## src/rtl/bufram_dp.sv

```systemverilog
// Single-clock true dual-port buffer RAM with byte enables,
// collision forwarding and an optional zeroing sweep after reset.
`timescale 1ns/1ps
module bufram_dp #(
  parameter int    DATA_WIDTH     = 32,
  parameter int    ADDR_WIDTH     = 3,
  parameter string RDW_MODE       = "NEW_DATA",
  parameter bit    CLEAR_ON_RESET = 1'b1
) (
  input  logic                    clk,
  input  logic                    rst,
  input  logic                    en_a,
  input  logic [ADDR_WIDTH-1:0]   addr_a,
  input  logic [DATA_WIDTH/8-1:0] we_a,
  input  logic [DATA_WIDTH-1:0]   di_a,
  output logic [DATA_WIDTH-1:0]   do_a,
  output logic                    valid_a,
  input  logic                    en_b,
  input  logic [ADDR_WIDTH-1:0]   addr_b,
  input  logic [DATA_WIDTH/8-1:0] we_b,
  input  logic [DATA_WIDTH-1:0]   di_b,
  output logic [DATA_WIDTH-1:0]   do_b,
  output logic                    valid_b,
  output logic                    busy
);
  localparam int BYTES = DATA_WIDTH / 8;
  localparam int DEPTH = 1 << ADDR_WIDTH;
  localparam int CW    = ADDR_WIDTH + 1;

  typedef enum logic {CLEAR, READY} state_t;

  state_t                state_q, state_d;
  logic [CW-1:0]         cnt_q, cnt_d;
  logic                  clr_we;
  logic [DATA_WIDTH-1:0] mem_q [DEPTH];

  logic                  acc_a, acc_b;
  logic [BYTES-1:0]      wr_a, wr_b;
  logic [DATA_WIDTH-1:0] old_a, old_b;
  logic [DATA_WIDTH-1:0] new_a, new_b;
  logic [DATA_WIDTH-1:0] rd_a, rd_b;
  logic [DATA_WIDTH-1:0] do_a_q, do_a_d;
  logic [DATA_WIDTH-1:0] do_b_q, do_b_d;
  logic                  valid_a_q, valid_a_d;
  logic                  valid_b_q, valid_b_d;

  always_comb begin
    state_d = state_q;
    cnt_d   = cnt_q;
    clr_we  = 1'b0;
    unique case (state_q)
      CLEAR: begin
        clr_we = 1'b1;
        cnt_d  = cnt_q + 1'b1;
        if (cnt_q == CW'(DEPTH - 1))
          state_d = READY;
      end
      READY: ;
    endcase
  end

  always_ff @(posedge clk) begin
    if (rst) begin
      state_q <= CLEAR_ON_RESET ? CLEAR : READY;
      cnt_q   <= '0;
    end else begin
      state_q <= state_d;
      cnt_q   <= cnt_d;
    end
  end

  assign busy  = (state_q == CLEAR);
  assign acc_a = en_a && (state_q == READY);
  assign acc_b = en_b && (state_q == READY);
  assign wr_a  = acc_a ? we_a : '0;
  assign wr_b  = acc_b ? we_b : '0;
  assign old_a = mem_q[addr_a];
  assign old_b = mem_q[addr_b];

  // Post-write word seen by each port; port A wins shared bytes.
  always_comb begin
    new_a = old_a;
    new_b = old_b;
    for (int i = 0; i < BYTES; i++) begin
      if (wr_b[i] && addr_b == addr_a)
        new_a[8*i +: 8] = di_b[8*i +: 8];
      if (wr_a[i])
        new_a[8*i +: 8] = di_a[8*i +: 8];
      if (wr_b[i])
        new_b[8*i +: 8] = di_b[8*i +: 8];
      if (wr_a[i] && addr_a == addr_b)
        new_b[8*i +: 8] = di_a[8*i +: 8];
    end
  end

  generate
    if (RDW_MODE == "NEW_DATA") begin : g_new
      assign rd_a = new_a;
      assign rd_b = new_b;
    end else if (RDW_MODE == "OLD_DATA") begin : g_old
      assign rd_a = old_a;
      assign rd_b = old_b;
    end else begin : g_bad
      $error("bufram_dp: RDW_MODE must be NEW_DATA or OLD_DATA");
    end
  endgenerate

  always_ff @(posedge clk) begin
    if (!rst) begin
      if (clr_we) begin
        mem_q[cnt_q[ADDR_WIDTH-1:0]] <= '0;
      end else begin
        for (int i = 0; i < BYTES; i++)
          if (wr_b[i])
            mem_q[addr_b][8*i +: 8] <= di_b[8*i +: 8];
        // Later assignment takes effect, so A overrides B.
        for (int i = 0; i < BYTES; i++)
          if (wr_a[i])
            mem_q[addr_a][8*i +: 8] <= di_a[8*i +: 8];
      end
    end
  end

  always_comb begin
    do_a_d    = acc_a ? rd_a : do_a_q;
    do_b_d    = acc_b ? rd_b : do_b_q;
    valid_a_d = acc_a;
    valid_b_d = acc_b;
  end

  always_ff @(posedge clk) begin
    if (rst) begin
      do_a_q    <= '0;
      do_b_q    <= '0;
      valid_a_q <= 1'b0;
      valid_b_q <= 1'b0;
    end else begin
      do_a_q    <= do_a_d;
      do_b_q    <= do_b_d;
      valid_a_q <= valid_a_d;
      valid_b_q <= valid_b_d;
    end
  end

  assign do_a    = do_a_q;
  assign do_b    = do_b_q;
  assign valid_a = valid_a_q;
  assign valid_b = valid_b_q;
endmodule

```

## config.mk

```make
export PLATFORM = sky130hd
export DESIGN_NAME = bufram_dp
export DESIGN_NICKNAME = d
export VERILOG_FILES = /design/src/rtl/bufram_dp.sv
export SDC_FILE = /design/constraint.sdc
export NUM_CORES = 1
export LEC_CHECK = 0
export CELL_PAD_IN_SITES_DETAIL_PLACEMENT = 0
export CELL_PAD_IN_SITES_GLOBAL_PLACEMENT = 1
export CORE_MARGIN = 1
export CORE_UTILIZATION = 49
export CTS_BUF_LIST = sky130_fd_sc_hd__clkbuf_8
export CTS_CLUSTER_DIAMETER = 120
export DETAILED_ROUTE_END_ITERATION = 10
export PLACE_DENSITY_LB_ADDON = 0.1
export SLEW_MARGIN = 20
export SYNTH_ARGS = -nofsm -noshare
export SYNTH_HDL_FRONTEND = slang
export SYNTH_SLANG_ARGS = --single-unit
```

## constraint.sdc

```tcl
create_clock -name clk -period 3.68 [get_ports clk]
set_clock_uncertainty 0.2 [all_clocks]
set_input_delay 0.736 -clock clk [delete_from_list [all_inputs] [get_ports clk]]
set_output_delay 0.736 -clock clk [all_outputs]
set_load 0.01 [all_outputs]
```

== Word-level counts from Yosys, hierarchy flattened ==
Memory sizes are Yosys's and may differ from the RTL's. A register that Yosys moved wholly into a read port is not among the register bits.
Index checks and enable logic that the tools add are counted.
Operators by class
  add/sub/neg operators: 1
  equal/unequal tests: 1
  multiplexer cells: 42
  bitwise gates (word level): 1
  reduce and logical (&&, ||, !) cells: 3
Operators by type and width (count)
  $mux W1: 37
  $mux W32: 1
  $reduce_or A32 Y1: 1
  $mux W4: 3
  $add A4 B1 Y4 const B: 1
  $eq A4 B3 Y1 const B: 1
  $mux W3: 1
  $logic_and A1 B1 Y1: 2
  $not A1 Y1: 1
Word-level totals
  flip-flop bits (word level): 7
  RAM bits: 256
  input port bits: 82
  word-level logic and storage cells: 53
  memories: 1
Memories
  mem_q: words 8, bits a word 32, rd ports 2, clocked after Yosys merged registers in 2, write ports 2, RTL line 35  | logic [DATA_WIDTH-1:0] mem_q [DEPTH];

== Logic depth before layout (Yosys ltp) ==
Gate-level depths: netlist (run 1).
  word-level depth: 8
  gate-level depth with buffers: 10

== Least setup slack after synthesis (run 1) ==
OpenSTA, ideal clock, no wires.
  path type: input to register
  start: input port we_b[0]
  end: memory mem_q[4][0], enable pin
  arrival: 2672 ps
  setup slack: 424 ps
  cell stages on the path: 7
  buffers on the path: 1
  cells stage by stage: nor4_1 nor2_1 buf_2 nor3b_1 a31oi_1 nand2b_1 o21ai_0
RTL lines
  start, declared: RTL line 20  | input logic [DATA_WIDTH/8-1:0] we_b,
  end, declared: RTL line 35

==> results of run 1 <==
==> per-stage QoR <==
stage / power (uW) / cell area [um^2] / cells / hold slack, ps / worst slack [ps]
3_3_place_gp: 5240 / 21900 / 2438 / 239 / 124
5_1_grt: 8490 / 23000 / 2542 / 265 / 592
4_1_cts: 8290 / 23000 / 2542 / 254 / 678
6_report: 8280 / 23000 / 2542 / 250 / 666
3_5_place_dp: 5260 / 21900 / 2438 / 246 / 41.4
2_1_floorplan: 4770 / 19200 / 1781 / 276 / 424
==> where the power goes <==
part | internal [uW] | leakage (uW) | switching, uW
logic | 475 | 0.00436 | 623
clock network | 1510 | 0.000576 | 1560
registers | 4050 | 0.00275 | 55.6
==> path summary, 6_finish.rpt <==
check                           cells past startpoint  startpoint  slack, ps      endpoint
worst max-delay path                                7     we_b[0]        670      do_a[12]
worst max register to register                      7     state_q        890  mem_q[4][20]
worst min-delay path                                2     do_b[9]        250       do_b[9]
worst min register to register                      2     do_b[9]        250       do_b[9]
==> cell families (layout without fill, tap and decap cells) <==
logic type      Yosys count  count (layout)  synth area share [%]
compound gates          513             513                  16.9
simple gates            510             510                  12.2
flops                   327             327                  47.5
mux                     249             249                  19.3
buf+inv                 173             416                  3.69
xor+xnor                  8               8                 0.365
fa+ha+maj                 1               1                0.0652
==> metal layers <==
metal,track usage [%],share of wire (%),up-vias
met4,16.4,4.4,0
li1,-,-,7229
met2,55.8,46,991
met3,6.10,9.8,204
met1,47.8,40,8057
met5,0,0,-
==> final cells by class <==
| class | instances | area share (%) |
|---|---|---|
| multi-input cells | 1281 | 41.0 |
| flip-flops and latches | 327 | 39.7 |
| repair buffers | 305 | 12.0 |
| clock buffers | 61 | 3.66 |
| well taps | 518 | 2.82 |
| clock inverters | 43 | 0.725 |
| inverters | 7 | 0.114 |
==> cell usage in the layout (no fill, tap or decap), drive strengths merged, types with 5 or more instances in the layout <==
| cell | Yosys | final |
|---|---|---|
| a22o | 6 | 6 |
| a311oi | 17 | 17 |
| clkinv | 1 | 28 |
| a211oi | 37 | 37 |
| o21ai | 243 | 243 |
| a21o | 10 | 10 |
| nor2b | 20 | 20 |
| o221ai | 13 | 13 |
| o21bai | 10 | 10 |
| a222oi | 6 | 6 |
| o22ai | 24 | 24 |
| clkdlybuf4s50 | 0 | 142 |
| clkbuf | 115 | 61 |
| a21oi | 56 | 56 |
| mux4 | 86 | 86 |
| edfxtp | 256 | 256 |
| nor3 | 15 | 15 |
| dfxtp | 71 | 71 |
| and2 | 21 | 21 |
| and3 | 35 | 35 |
| nand3b | 18 | 18 |
| nor4 | 6 | 6 |
| mux2 | 101 | 101 |
| a221o | 5 | 5 |
| nand2 | 289 | 289 |
| nor3b | 5 | 5 |
| inv | 6 | 22 |
| nand2b | 7 | 7 |
| a22oi | 11 | 11 |
| a211o | 8 | 8 |
| o211ai | 32 | 32 |
| a221oi | 24 | 24 |
| buf | 51 | 163 |
| nor2 | 72 | 72 |
| mux2i | 62 | 62 |
| nand3 | 17 | 17 |
| xnor2 | 5 | 5 |
==> worst max-delay path: stages <==
cell and delay [ps]:
sky130_fd_sc_hd__clkdlybuf4s50_1 510, sky130_fd_sc_hd__or4_4 640, sky130_fd_sc_hd__o211ai_4 110, sky130_fd_sc_hd__nand2_4 120
sky130_fd_sc_hd__nor4_4 600, sky130_fd_sc_hd__mux2_2 410, sky130_fd_sc_hd__a211oi_1 220
==> state kept, by name, indices dropped and copies added, names as in the netlist <==
signal and cells:
valid_a 1, do_b 32, valid_b 1, cnt_q 4
mem_q 256, state_q 1, do_a 32
==> metrics.txt, run 1 <==
# TYPE chip_impl_metric gauge
chip_impl_metric{name="syn-instance-count",unit=""} 1781
chip_impl_info{name="status",value="complete, no violations"} 1
chip_impl_metric{name="grt-ovfl-total",unit=""} 0
chip_impl_metric{name="syn2layout_area_growth",unit="%"} 19.7
chip_impl_info{name="setup_repair_after_global_routing_missed_its_margin",value="false"} 1
chip_impl_metric{name="hold_violations_final",unit=""} 0
chip_impl_metric{name="fillers",unit=""} 3276
chip_impl_info{name="synth_area_leaders",value="sky130_fd_sc_hd__edfxtp_1 (40%), sky130_fd_sc_hd__mux4_2 (10%), sky130_fd_sc_hd__dfxtp_1 (7.4%)"} 1
chip_impl_metric{name="netlist.area_leader.share",unit="%"} 40.1
chip_impl_info{name="synth.most_common_cell",value="sky130_fd_sc_hd__nand2_1"} 1
chip_impl_metric{name="async_flop_share",unit="%"} 0
chip_impl_metric{name="dr.pass1.iters",unit=""} 5
chip_impl_metric{name="clk_transition_reported_paths",unit="ps"} 60
chip_impl_metric{name="grt_pass1_vias",unit=""} 16182
chip_impl_metric{name="holdBufCountCts",unit=""} 0
chip_impl_metric{name="n_antenna_cell",unit=""} 0
chip_impl_info{name="critPathCaptureType",value="flop"} 1
chip_impl_metric{name="count_of_synthesis_stage_warnings_from_yosys",unit=""} 0
chip_impl_metric{name="chipWidth",unit="um"} 200
chip_impl_metric{name="worst-path-max-fanout",unit=""} 5
chip_impl_metric{name="achievable-frequency",unit="GHz"} 0.332
chip_impl_metric{name="relSlewSlack",unit="%"} 37.6
chip_impl_metric{name="synthesis.area",unit="mm^2"} 0.0192
chip_impl_metric{name="syn_nets",unit=""} 1864
chip_impl_info{name="tritoncts_clock_tree",value="built"} 1
chip_impl_metric{name="grtUsageTotal",unit="%"} 35.4
chip_impl_info{name="most_used_dff_post_synth",value="sky130_fd_sc_hd__edfxtp_1"} 1
chip_impl_metric{name="cts.repair.resized",unit=""} 0
chip_impl_info{name="ys_top_cells_by_count",value="sky130_fd_sc_hd__nand2_1 (286), sky130_fd_sc_hd__edfxtp_1 (256), sky130_fd_sc_hd__o21ai_0 (243)"} 1
chip_impl_metric{name="coreArea",unit="mm^2"} 0.0386
chip_impl_metric{name="vias",unit=""} 16481
chip_impl_metric{name="placement.io_buffers",unit=""} 148
chip_impl_metric{name="final_nets",unit=""} 2061
chip_impl_metric{name="power_density",unit="mW/mm^2"} 361
chip_impl_metric{name="report.final.slew_viol_count",unit=""} 0
chip_impl_metric{name="synth-seq-area-share",unit="%"} 47.5
chip_impl_metric{name="multiInputGateArea",unit="mm^2"} 0.00942
chip_impl_metric{name="drtAntennaViolNets",unit=""} 0
chip_impl_metric{name="floorplan.initialDensity",unit="%"} 49.6
chip_impl_metric{name="ir_drop",unit="mV"} 0.360
chip_impl_metric{name="worst_skew_pair.late_latency",unit="ps"} 640
chip_impl_metric{name="cts_inserted_buffers",unit=""} 56
chip_impl_metric{name="finalWorstPathRequiredPeriod",unit="ps"} 3010
chip_impl_metric{name="max_capacitance_violation_count",unit=""} 0
chip_impl_metric{name="syn_avg_cell_area",unit="um^2"} 10.8
chip_impl_metric{name="die_area",unit="mm^2"} 0.0399
chip_impl_info{name="hold_class",value="flop to flop"} 1
chip_impl_metric{name="die_y",unit="um"} 200
chip_impl_metric{name="detailed_route_vias_per_instance",unit=""} 6.48
chip_impl_metric{name="cts_max_path_buffers",unit=""} 3
chip_impl_info{name="startpoint_kind_of_the_worst_setup_timing_path",value="input port"} 1
chip_impl_metric{name="setup_tns",unit="ps"} 0
chip_impl_metric{name="cts.sink_count",unit=""} 327
chip_impl_metric{name="cts.htree.levels",unit=""} 2
chip_impl_metric{name="rows",unit=""} 72
chip_impl_metric{name="finalWirelength",unit="mm"} 69.8
chip_impl_info{name="yosysTopAreaCell",value="sky130_fd_sc_hd__edfxtp_1"} 1
chip_impl_metric{name="postCtsSetupBuffers",unit=""} 0
chip_impl_metric{name="place.gp.congestion",unit=""} 0.945
chip_impl_metric{name="required",unit="ps"} 4030
chip_impl_metric{name="finalCritPeriodShare",unit="%"} 81.9
chip_impl_metric{name="critical_path_arrival",unit="ps"} 3370
chip_impl_metric{name="post_route_cells_drive_above_1_share",unit="%"} 22.2
chip_impl_metric{name="worst_pin_slew",unit="ps"} 932
chip_impl_metric{name="setup_viol_count_final",unit=""} 0
chip_impl_metric{name="post_drt_wl_per_cell",unit="um"} 27.5
chip_impl_metric{name="synth.distinct_cells",unit=""} 62
chip_impl_metric{name="grt_start_max_net_pins",unit=""} 84
chip_impl_metric{name="regArea",unit="mm^2"} 0.00911
chip_impl_metric{name="power_leakage",unit="uW"} 0.00768
chip_impl_info{name="setup.worst_path.class",value="input port to flop"} 1
chip_impl_info{name="cts_root_buf",value="sky130_fd_sc_hd__clkbuf_8"} 1
chip_impl_metric{name="remaining_drc_errors",unit=""} 0
chip_impl_metric{name="pin_count",unit=""} 149
chip_impl_metric{name="drt_iter0_drc",unit=""} 1747
chip_impl_metric{name="hpwl",unit="mm"} 47.4
chip_impl_metric{name="antenna_found_initial",unit=""} 0
chip_impl_metric{name="utilization_after_layout",unit="%"} 59.4
chip_impl_metric{name="synth.ff_latch_count",unit=""} 327
chip_impl_metric{name="global_route_wire_length_before_repair",unit="mm"} 102
chip_impl_metric{name="synth_edf_count",unit=""} 256
No activity file was read; power rests on OpenSTA's default activity.
==> run 2: changes to the inputs <==
==> constraint.sdc (replaced) <==
create_clock -name clk -period 2.9 [get_ports clk]
set_clock_uncertainty 0.2 [all_clocks]
set_input_delay 0.58 -clock clk [delete_from_list [all_inputs] [get_ports clk]]
set_output_delay 0.58 -clock clk [all_outputs]
set_load 0.01 [all_outputs]
==> run 2 against run 1 <==
  * Largest cell class unchanged
  * Register-to-register slack got worse by 620 ps
  * Largest power group unchanged
  * Hold slack got worse by 140 ps
  * Utilization increased by 3.3 points
==> metrics.txt, run 2 (synthesized netlist as in run 1, its figures left out) <==
# TYPE chip_impl_metric gauge
chip_impl_metric{name="ir_drop",unit="mV"} 0.346
chip_impl_info{name="regMostFlops",value="mem_q"} 1
chip_impl_metric{name="worst_hold_path.num_cells",unit=""} 3
chip_impl_metric{name="cts.htree.levels",unit=""} 2
chip_impl_metric{name="holdBufCountCts",unit=""} 0
chip_impl_metric{name="grtUsageTotal",unit="%"} 35.2
chip_impl_metric{name="syn2layout_area_growth",unit="%"} 26.4
chip_impl_metric{name="dp_worst_setup_slack",unit="ps"} -774
chip_impl_info{name="hold_end",value="do_a[4]"} 1
chip_impl_metric{name="chipWidth",unit="um"} 200
chip_impl_metric{name="relSlewSlack",unit="%"} 35.3
chip_impl_metric{name="largest_reg_flops",unit=""} 256
chip_impl_info{name="tritoncts_clock_tree",value="built"} 1
chip_impl_metric{name="global_route_wire_length_before_repair",unit="mm"} 102
chip_impl_info{name="critPathCaptureType",value="flop"} 1
chip_impl_metric{name="grt-ovfl-total",unit=""} 0
chip_impl_metric{name="dr.pass1.iters",unit=""} 5
chip_impl_info{name="r2r-start",value="state_q"} 1
chip_impl_metric{name="power_density",unit="mW/mm^2"} 446
chip_impl_metric{name="post_drt_wl_per_cell",unit="um"} 26.2
chip_impl_metric{name="remaining_drc_errors",unit=""} 0
chip_impl_metric{name="drtAntennaViolNets",unit=""} 0
chip_impl_info{name="mostFrequentLayoutCell",value="sky130_fd_sc_hd__nand2_1"} 1
chip_impl_metric{name="finalWirelength",unit="mm"} 69.4
chip_impl_info{name="most-common-layout-cells",value="sky130_fd_sc_hd__nand2_1 (285), sky130_fd_sc_hd__edfxtp_1 (256), sky130_fd_sc_hd__o21ai_0 (243)"} 1
chip_impl_metric{name="achievable-frequency",unit="GHz"} 0.350
chip_impl_metric{name="hpwl",unit="mm"} 48.1
chip_impl_metric{name="setup_viol_count_final",unit=""} 0
chip_impl_metric{name="vias",unit=""} 16819
chip_impl_metric{name="critical_path_arrival",unit="ps"} 3000
chip_impl_metric{name="cts_inserted_buffers",unit=""} 57
chip_impl_metric{name="report.final.slew_viol_count",unit=""} 0
chip_impl_metric{name="antenna_found_initial",unit=""} 0
chip_impl_metric{name="postLayoutSetupSlackWorst",unit="ps"} 46.2
chip_impl_metric{name="worst-path-max-fanout",unit=""} 8
chip_impl_metric{name="setup_tns",unit="ps"} 0
chip_impl_metric{name="rr_worst_depth",unit=""} 8
chip_impl_info{name="critical_path.reg2reg.endpoint",value="mem_q[1][31]"} 1
chip_impl_metric{name="clk_transition_reported_paths",unit="ps"} 60
chip_impl_info{name="holdCritStartpoint",value="rst"} 1
chip_impl_metric{name="placement.io_buffers",unit=""} 148
chip_impl_metric{name="rows",unit=""} 72
chip_impl_metric{name="die_y",unit="um"} 200
chip_impl_metric{name="post_route_cells_drive_above_1_share",unit="%"} 27.2
chip_impl_info{name="cts_root_buf",value="sky130_fd_sc_hd__clkbuf_8"} 1
chip_impl_metric{name="worst_pin_slew",unit="ps"} 967
chip_impl_metric{name="cts.sink_count",unit=""} 327
chip_impl_metric{name="floorplan.initialDensity",unit="%"} 49.6
chip_impl_metric{name="hold_violations_final",unit=""} 0
chip_impl_metric{name="n_antenna_cell",unit=""} 0
chip_impl_metric{name="grt_start_max_net_pins",unit=""} 41
chip_impl_metric{name="pin_count",unit=""} 149
chip_impl_metric{name="max_capacitance_violation_count",unit=""} 0
chip_impl_metric{name="finalWorstPathRequiredPeriod",unit="ps"} 2850
chip_impl_info{name="status",value="complete, no violations"} 1
chip_impl_metric{name="r2r_slack",unit="ps"} 270
chip_impl_metric{name="place.gp.congestion",unit=""} 0.960
chip_impl_metric{name="power_leakage",unit="uW"} 0.00836
chip_impl_info{name="hold_class",value="input port to flop"} 1
chip_impl_metric{name="grt_pass1_vias",unit=""} 16232
chip_impl_metric{name="detailed_route_vias_per_instance",unit=""} 6.36
chip_impl_metric{name="cts_max_path_buffers",unit=""} 3
chip_impl_metric{name="coreArea",unit="mm^2"} 0.0386
chip_impl_metric{name="required",unit="ps"} 3050
chip_impl_metric{name="die_area",unit="mm^2"} 0.0399
chip_impl_metric{name="worst_skew_pair.late_latency",unit="ps"} 660
chip_impl_metric{name="drt_iter0_drc",unit=""} 1669
chip_impl_metric{name="utilization_after_layout",unit="%"} 62.7
chip_impl_info{name="setup.worst_path.class",value="input port to flop"} 1
chip_impl_metric{name="finalCritPeriodShare",unit="%"} 98.4
chip_impl_metric{name="final_nets",unit=""} 2161
chip_impl_info{name="startpoint_kind_of_the_worst_setup_timing_path",value="input port"} 1
chip_impl_metric{name="numPlacedInstances",unit=""} 2534
chip_impl_metric{name="final_cells",unit=""} 2645
==> run 2: stage by stage <==
stage	total power (uW)	hold slack (ps)	cell area, um^2
5_1_grt	11100	104	24200
2_1_floorplan	6070	276	19300
4_1_cts	10800	83.4	24200
3_3_place_gp	6720	241	23000
6_report	10800	113	24200
3_5_place_dp	6740	247	23000
==> run 2: layout make-up <==
type,count,area [um^2]
Tap cell,518,648
Clock inverter,39,156
Fill cell,3118,14400
Inverter,7,26.3
Timing Repair Buffer,404,3820
Sequential cell,327,9110
Clock buffer,69,950
Multi-Input combinational cell,1281,9540
==> run 2: metal layers <==
layer	vias up	part of all wire [%]	global-route usage [%]
met3	191	9.8	5.31
li1	7459	-	-
met2	971	46	55.7
met4	0	4.3	16.6
met1	8198	40	47.9
met5	-	0	0
==> run 2: report_power, final <==
group / switching, uW / internal, uW
Sequential: 68.4 / 5140
Combinational: 801 / 684
Clock: 1990 / 2140
Total: 2860 / 7960
==> run 2: worst max-delay path by stage <==
stage | startpoint | endpoint | slack (ps) | cells after the start
2_1_floorplan | we_b[0] | mem_q[4][0] | -200 | 7
3_3_place_gp | we_b[0] | mem_q[1][11] | -740 | 10
3_5_place_dp | we_b[0] | do_a[19] | -770 | 8
4_1_cts | en_b | mem_q[1][25] | 40 | 9
5_1_grt | en_b | mem_q[4][31] | -3 | 9
6_report | en_b | mem_q[1][31] | 50 | 9
==> run 2: what timing repair did <==
item,4_1_cts,5_1_grt
cloned,0,0
setup endpoints to repair,99,122
gates resized for setup,2,8
pin swaps,1,2
setup buffers,1,2
==> run 2: critical path, stage by stage <==
cell and delay (ps):
sky130_fd_sc_hd__clkdlybuf4s50_1 610, sky130_fd_sc_hd__nand3b_1 220, sky130_fd_sc_hd__buf_4 200, sky130_fd_sc_hd__nor2_4 220
sky130_fd_sc_hd__mux2i_4 330, sky130_fd_sc_hd__buf_4 180, sky130_fd_sc_hd__nand2b_1 240, sky130_fd_sc_hd__o21bai_2 260
sky130_fd_sc_hd__buf_12 160
